### src/rtl/fetch_unit.sv
// RV32I instruction fetch front end: credit-limited imem requests, {pc, inst} buffer, redirect with stale-response drop.
// Optional macro FETCH_BYPASS_EN: present a fresh response combinationally when the buffer is empty.
package fetch_unit_pkg;
  typedef enum logic {
    PC_4   = 1'b0,
    PC_ALU = 1'b1
  } pc_sel_e;
endpackage

module fetch_unit
  import fetch_unit_pkg::*;
#(
  parameter logic [31:0] RESET_PC = 32'h0000_0000,
  parameter int unsigned DEPTH    = 2
) (
  input  logic        i_clk,
  input  logic        i_rst,
  output logic        o_imem_req,
  output logic [31:0] o_imem_addr,
  input  logic        i_imem_gnt,
  input  logic        i_imem_rvalid,
  input  logic [31:0] i_imem_rdata,
  output logic [31:0] o_inst,
  output logic [31:0] o_pc,
  output logic        o_inst_vld,
  input  logic        i_inst_rdy,
  input  logic        i_pc_sel,
  input  logic [31:0] i_alu_data
);

  localparam int unsigned PW = $clog2(DEPTH);
  localparam int unsigned CW = $clog2(DEPTH) + 1;
  localparam int unsigned SW = CW + 1;

  logic [31:0]   fpc_q, fpc_d;
  logic [31:0]   rsp_pc_q, rsp_pc_d;
  logic [CW-1:0] cnt_q, cnt_d;
  logic [CW-1:0] out_n_q, out_n_d;
  logic [CW-1:0] drop_n_q, drop_n_d;
  logic [PW-1:0] rd_ptr_q, rd_ptr_d;
  logic [PW-1:0] wr_ptr_q, wr_ptr_d;
  logic          req_q, req_d;
  logic [31:0]   pc_mem_q   [DEPTH];
  logic [31:0]   inst_mem_q [DEPTH];

  logic grant, rsp_fire, rsp_ok, head_vld, byp;
  logic accept, redirect, push, pop;

  // Handshake qualifiers; a response with nothing outstanding is ignored.
  always_comb begin
    grant    = req_q & i_imem_gnt;
    rsp_fire = i_imem_rvalid & (out_n_q != '0);
    rsp_ok   = rsp_fire & (drop_n_q == '0);
    head_vld = (cnt_q != '0);
`ifdef FETCH_BYPASS_EN
    byp      = rsp_ok & ~head_vld;
`else
    byp      = 1'b0;
`endif
  end

  always_comb begin
`ifdef FETCH_BYPASS_EN
    o_inst_vld = head_vld | byp;
    o_inst     = byp ? i_imem_rdata : inst_mem_q[rd_ptr_q];
    o_pc       = byp ? rsp_pc_q     : pc_mem_q[rd_ptr_q];
`else
    o_inst_vld = head_vld;
    o_inst     = inst_mem_q[rd_ptr_q];
    o_pc       = pc_mem_q[rd_ptr_q];
`endif
    o_imem_req  = req_q;
    o_imem_addr = fpc_q;
  end

  // A bypassed word that is accepted never enters the buffer; a redirect kills any same-cycle response.
  always_comb begin
    accept   = o_inst_vld & i_inst_rdy;
    redirect = accept & (pc_sel_e'(i_pc_sel) == PC_ALU);
    push     = rsp_ok & ~redirect & ~(byp & accept);
    pop      = accept & ~byp;
  end

  always_comb begin
    fpc_d    = fpc_q;
    rsp_pc_d = rsp_pc_q;
    out_n_d  = out_n_q + CW'(grant) - CW'(rsp_fire);
    drop_n_d = drop_n_q;
    cnt_d    = cnt_q + CW'(push) - CW'(pop);
    rd_ptr_d = rd_ptr_q + PW'(pop);
    wr_ptr_d = wr_ptr_q + PW'(push);

    if (grant) begin
      fpc_d = fpc_q + 32'd4;
    end
    if (rsp_ok) begin
      rsp_pc_d = rsp_pc_q + 32'd4;
    end
    if (rsp_fire && (drop_n_q != '0)) begin
      drop_n_d = drop_n_q - CW'(1);
    end
    // Everything still in flight after this cycle belongs to the abandoned path.
    if (redirect) begin
      fpc_d    = i_alu_data & ~32'd3;
      rsp_pc_d = i_alu_data & ~32'd3;
      drop_n_d = out_n_d;
      cnt_d    = '0;
      rd_ptr_d = wr_ptr_q;
    end
    req_d = (SW'(out_n_d) + SW'(cnt_d)) < SW'(DEPTH);
  end

  always_ff @(posedge i_clk or posedge i_rst) begin
    if (i_rst) begin
      fpc_q    <= RESET_PC;
      rsp_pc_q <= RESET_PC;
      cnt_q    <= '0;
      out_n_q  <= '0;
      drop_n_q <= '0;
      rd_ptr_q <= '0;
      wr_ptr_q <= '0;
      req_q    <= 1'b0;
      for (int unsigned i = 0; i < DEPTH; i++) begin
        pc_mem_q[i]   <= '0;
        inst_mem_q[i] <= '0;
      end
    end else begin
      fpc_q    <= fpc_d;
      rsp_pc_q <= rsp_pc_d;
      cnt_q    <= cnt_d;
      out_n_q  <= out_n_d;
      drop_n_q <= drop_n_d;
      rd_ptr_q <= rd_ptr_d;
      wr_ptr_q <= wr_ptr_d;
      req_q    <= req_d;
      if (push) begin
        pc_mem_q[wr_ptr_q]   <= rsp_pc_q;
        inst_mem_q[wr_ptr_q] <= i_imem_rdata;
      end
    end
  end

endmodule

### config.mk
export PLATFORM = sky130hd
export DESIGN_NAME = fetch_unit
export DESIGN_NICKNAME = d
export VERILOG_FILES = /design/src/rtl/fetch_unit.sv
export SDC_FILE = /design/constraint.sdc
export NUM_CORES = 1
export LEC_CHECK = 0
export BUFFER_PORTS_ARGS = -buffer_cell sky130_fd_sc_hd__buf_2
export CAP_MARGIN = 0
export CORE_AREA = 5 5 192 101
export DETAILED_ROUTE_END_ITERATION = 8
export DIE_AREA = 0 0 197 106
export PLACE_DENSITY = 0.76
export SYNTH_ARGS = -nofsm -noshare
export SYNTH_HDL_FRONTEND = slang
export SYNTH_SLANG_ARGS = --single-unit
export TNS_END_PERCENT = 10
### constraint.sdc
create_clock -name i_clk -period 7.9 [get_ports i_clk]
set_input_delay 1.58 -clock i_clk [delete_from_list [all_inputs] [get_ports i_clk]]
set_output_delay 1.58 -clock i_clk [all_outputs]
set_load 0.05 [all_outputs]
After elaboration in Yosys (flattened, before gate mapping) --
Cells that the tools add are included.
Storage, ports and cells: logic and storage cells 62, output and inout port bits 98, bits of input ports 70, flip-flop bits (word level) 201
Cells by class: bitwise operators 9, reduce and logical (&&, ||, !) cells 9, multiplexer cells 18, $lt $le $gt $ge 4, $add $sub $neg 10
Operator list (number):
- $mux 32 | 11
- $bwmux 64 | 2
- $add 32x3->32 const B | 2
- $demux 32 s1 | 1
- $reduce_bool 2->1 | 6
- $and 1x1->1 | 6
- $mux 2 | 3
- $add 2x1->2 | 2
- $ge 2x2->1 const B | 2
- $not 1->2 | 2
- $sub 2x1->2 | 2
- $add 2x2->3 | 1
- $lt 3x2->1 const B | 1
- $add 1x1->1 | 2
- $logic_and 1x1->1 | 2
- $logic_not 2->1 | 1
- $lt 2x1->1 const B | 1
- $sub 2x1->2 const B | 1
- $mux 1 | 1
- $not 1->1 | 1

Longest topological paths before layout --
depth in word-level cells 10, depth in mapped cells 13, mapped depth without buffers 13

Worst setup path before layout --
No wires, ideal clock.
kind input port to flip-flop, start point in i_pc_sel, end point reg req_q, in the netlist o_imem_req, setup slack 4.005 ns, stages on the path 12, arrival time 3.776 ns, buffers on the path 2, setup time 0.119 ns, required time 7.781 ns, path through nand3_1 > clkbuf_1 > clkbuf_1 > nand2_1 > ha_1 > inv_1 > ha_1 > xnor2_1 > xnor2_1 > nand2_1 > fa_1 > and2_1
On the way: word-level cells in the longest chain between the ends 8
RTL lines:
- start: declaration | RTL line 27 | input logic i_pc_sel,
- $and 1x1->1 (*) | RTL line 79 | redirect = accept & (pc_sel_e'(i_pc_sel) == PC_ALU);
- $not 1->1 | RTL line 80 | push = rsp_ok & ~redirect & ~(byp & accept);
- $and 1x1->1 | RTL line 80
- $add 2x1->2 | RTL line 89 | cnt_d = cnt_q + CW'(push) - CW'(pop);
- $sub 2x1->2 | RTL line 89
- $mux 2 (*) | RTL line 103 | if (redirect) begin
- $add 2x2->3 (*) | RTL line 110 | req_d = (SW'(out_n_d) + SW'(cnt_d)) < SW'(DEPTH);
- $lt 3x2->1 (*) | RTL line 110
- named net req_d | RTL line 42 | logic req_q, req_d;
- end signal: assignment | RTL line 135 | req_q <= req_d;
- end: declaration | RTL line 42
The timed path passes the listed nets; every way through them passes the cells marked *. A chain may end at the register's enable or synchronous reset.

Final worst setup path --
start point in i_imem_rvalid, end point reg pc_mem_q[13] (netlist name)
On the way: word-level cells in the longest chain between the ends 3
RTL lines:
- start: declaration | RTL line 21 | input logic i_imem_rvalid,
- $and 1x1->1 | RTL line 52 | rsp_fire = i_imem_rvalid & (out_n_q != '0);
- $and 1x1->1 | RTL line 53 | rsp_ok = rsp_fire & (drop_n_q == '0);
- $and 1x1->1 | RTL line 80
- end signal: indexed assignment | RTL line 137 | pc_mem_q[wr_ptr_q] <= rsp_pc_q;
- end: declaration | RTL line 43 | logic [31:0] pc_mem_q [DEPTH];
No other way between the ends.

==> results.md <==
* Status: complete, no violations
* #FFs+latches synth at 193
* Drt pass-1 iters at 5
* Hold Path End: inst_mem_q[9]
* Delay-heaviest family, CP: buffers and inverters
* Slew headroom at 25.6%
* RSZ-0062 raised after global routing: false
* Startpoint Class: input port
* Reg-to-reg setup timing slack at 4790 ps
* Post-synth cell types at 43
* Seq/Total Area, Yosys at roughly 53%
* Die Ht at between 100 and 150 um
* Largest net degree at the start of global routing at 120
* Clock sink total at 193
* Pre-CTS setup slack at 3600 ps
* Cell area after synthesis at 9100 um2
* Filler instances at 1471
* Post_cts resized at 0
* Drt wl/cell at 18.6 um
* R2r endpoint: pc_mem_q[13]
* CP required at 8210 ps
* Setup violators final at 0
* R2r worst-path depth at 9
* Die footprint at roughly 21000 um2
* Hold Path Stages at 1
* Ys async rst share at 100%
* Slew Viols, Final at 0
* Clk_skew at 12.5 ps
* Gpl congestion at 0.886
* Gr usage total at 20.8%
* DRC errors left at 0
* Die Wd at between 150 and 200 um
* Final hold viol count at 0
* Post-Syn Instances at 745
* Port bufs at ~160
* Most common cell after layout, fill and taps aside: dfrtp_1
* Vias/cell at around 5.5
* Ys flop type: dfrtp_1
* Post-route worst setup slack at between 4000 and 5000 ps
* Initial Util at roughly half
* Post-DP HPWL at between 10 and 15 mm
* MaxCap Viol Count at 0
* Total global routing overflow at 0
* Core area at 17800 um2
* Post-CTS setup buffer count at 0
* CP max-delay cell: ha_2
* Crit Path Class: in -> reg
* CTS H-tree depth at 4
* Worst Path Arrival at 4150 ps
* Antenna violations before repair at 0
* Fin crit period at 3850 ps
* Area grow syn2layout at 17.6%
* Mapped Avg Cell Area at ~12 um2
* Layout cell share with drive strength beyond 1 at between 40% and 50%
* DRT iter0 DRCs at about 480
* Final ANT Viol Nets at 0
* Min-delay worst type: reg -> reg
* CTS root buffer: clkbuf_16
* Post-route setup TNS at 0 ps
* Commonest cells after routing, fill and taps aside: dfrtp_1, mux2_2, buf_2, a21oi_1, nor2_1
* Number of global-route vias before repair at around 6.3k
* Crit-path cells: buf_2 -> o21ai_0 -> nor2_1 -> nand2_1 -> inv_1 -> ha_2 -> buf_4 -> mux2_2
* Yosys Warn Count at 0
* Clock buffer depth at 2
* Final WL at 21.4 mm
* Worst r2r src: drop_n_q[0]
* Antenna cell count at 0
* Worst-Skew Late Latency at 430 ps
* Hold Startpoint: inst_mem_q[9]
* Post-synth EDFFs at 0
* Final worst-path cycle share at 48.7%
* Vias at between 6k and 7k
* # hold bufs at CTS at 0
* Num CTS Buffers at 17
* Slowest stage delay, CP at 700 ps
* Crit path buf inv count at 3
* Row count at 35
* Crit Path Max Fanout at 33
* Nets@finish at 974
* CTS tree: yes
* Worst-Margin Slew at around 1100 ps
* First-pass GRT wire length at about 35 mm
* # IOs at roughly 170
* Crit end category: flip-flop
* FMAX at 0.260 GHz
* Clk slew on worst S/H paths at about 70 ps
layer usage:
layer  wire, um  up-vias  global-route usage [%]
li1           -     2929                       -
met1      11100     3158                    35.0
met4        129        0                    3.17
met3       1470       11                    4.27
met2       8670      203                    27.4
met5          0        -                       0
worst max-delay path by stage:
stage,start,endpoint,slack (ps),depth (start not counted)
after floorplan,i_rst,cnt_q[0],1060,1
after global placement,i_imem_rvalid,pc_mem_q[10],3650,8
after detailed placement,i_imem_rvalid,pc_mem_q[10],3600,8
after CTS,i_imem_rvalid,pc_mem_q[10],4020,8
after global routing,i_imem_rvalid,inst_mem_q[27],3890,8
final,i_imem_rvalid,pc_mem_q[13],4050,8
registers in the layout, summed over array words and instances, names as in the netlist:
register	cells
rd_ptr_q	1
out_n_q	2
o_imem_addr	30
wr_ptr_q	1
inst_mem_q	64
pc_mem_q	60
rsp_pc_q	30
drop_n_q	2
cnt_q	2
o_imem_req	1
synth_stat cells (2+ instances only):
library cell,instances,area (um2)
nor3_1,12,60.1
o21ai_0,4,20.0
nand2_1,27,101
a31oi_1,2,12.5
clkbuf_1,32,120
nand4_1,23,144
ha_1,9,113
a311oi_1,2,17.5
and2_1,6,37.5
buf_4,4,30.0
nand3_1,19,95.1
a21oi_1,55,275
and3_1,6,37.5
xor2_1,32,280
dfrtp_1,193,4830
inv_1,16,60.1
or3_1,3,18.8
xnor2_1,28,245
nor4_1,9,56.3
nor4_2,3,37.5
nor2_1,48,180
or2_2,3,18.8
and4_1,3,26.3
a21oi_2,2,17.5
mux2_2,186,2090
cell families (layout without fill, tap and decap cells):
group           Yosys count  in the layout  synth area share, %
mux                     186            186                 23.0
buf+inv                  56            215                 2.57
other cells               1              4               0.0412
flops                   193            193                 53.1
xor+xnor                 60             60                 5.78
compound gates           71             71                 4.32
fa+ha+maj                10             10                 1.46
simple gates            168            168                 9.74
worst reg2reg max path: cells and delay by family, from the launching register on:
family,cells,cell delay [ps]
multiplexers,1,410
AND/OR/NAND/NOR,2,460
flip-flops,1,390
adder cells (fa/ha/maj),2,960
buffers and inverters,4,770
metrics by stage:
step / instance area, um2 / std cells / utilization (%) / hold slack, ps
final: 10700 / 1147 / 60.2 / 502
after global routing: 10700 / 1147 / 60.2 / 517
after CTS: 10700 / 1147 / 60.2 / 507
after detailed placement: 10100 / 1115 / 56.9 / 490
after global placement: 10100 / 1115 / 56.9 / 484
after floorplan: 9110 / 748 / - / 473
cell type report:
class	count	area, um2	share of cell area (%)
clock buffers	18	439	4.11
flip-flops and latches	193	4830	45.2
multi-input cells	499	4060	38.0
clock inverters	14	148	1.38
inverters	17	71.3	0.667
well taps	240	300	2.81
repair buffers	166	843	7.88
Power is left out: the tool's default activity adds up to more than one toggle a clock period on the data nets, which glitch-free logic cannot reach.
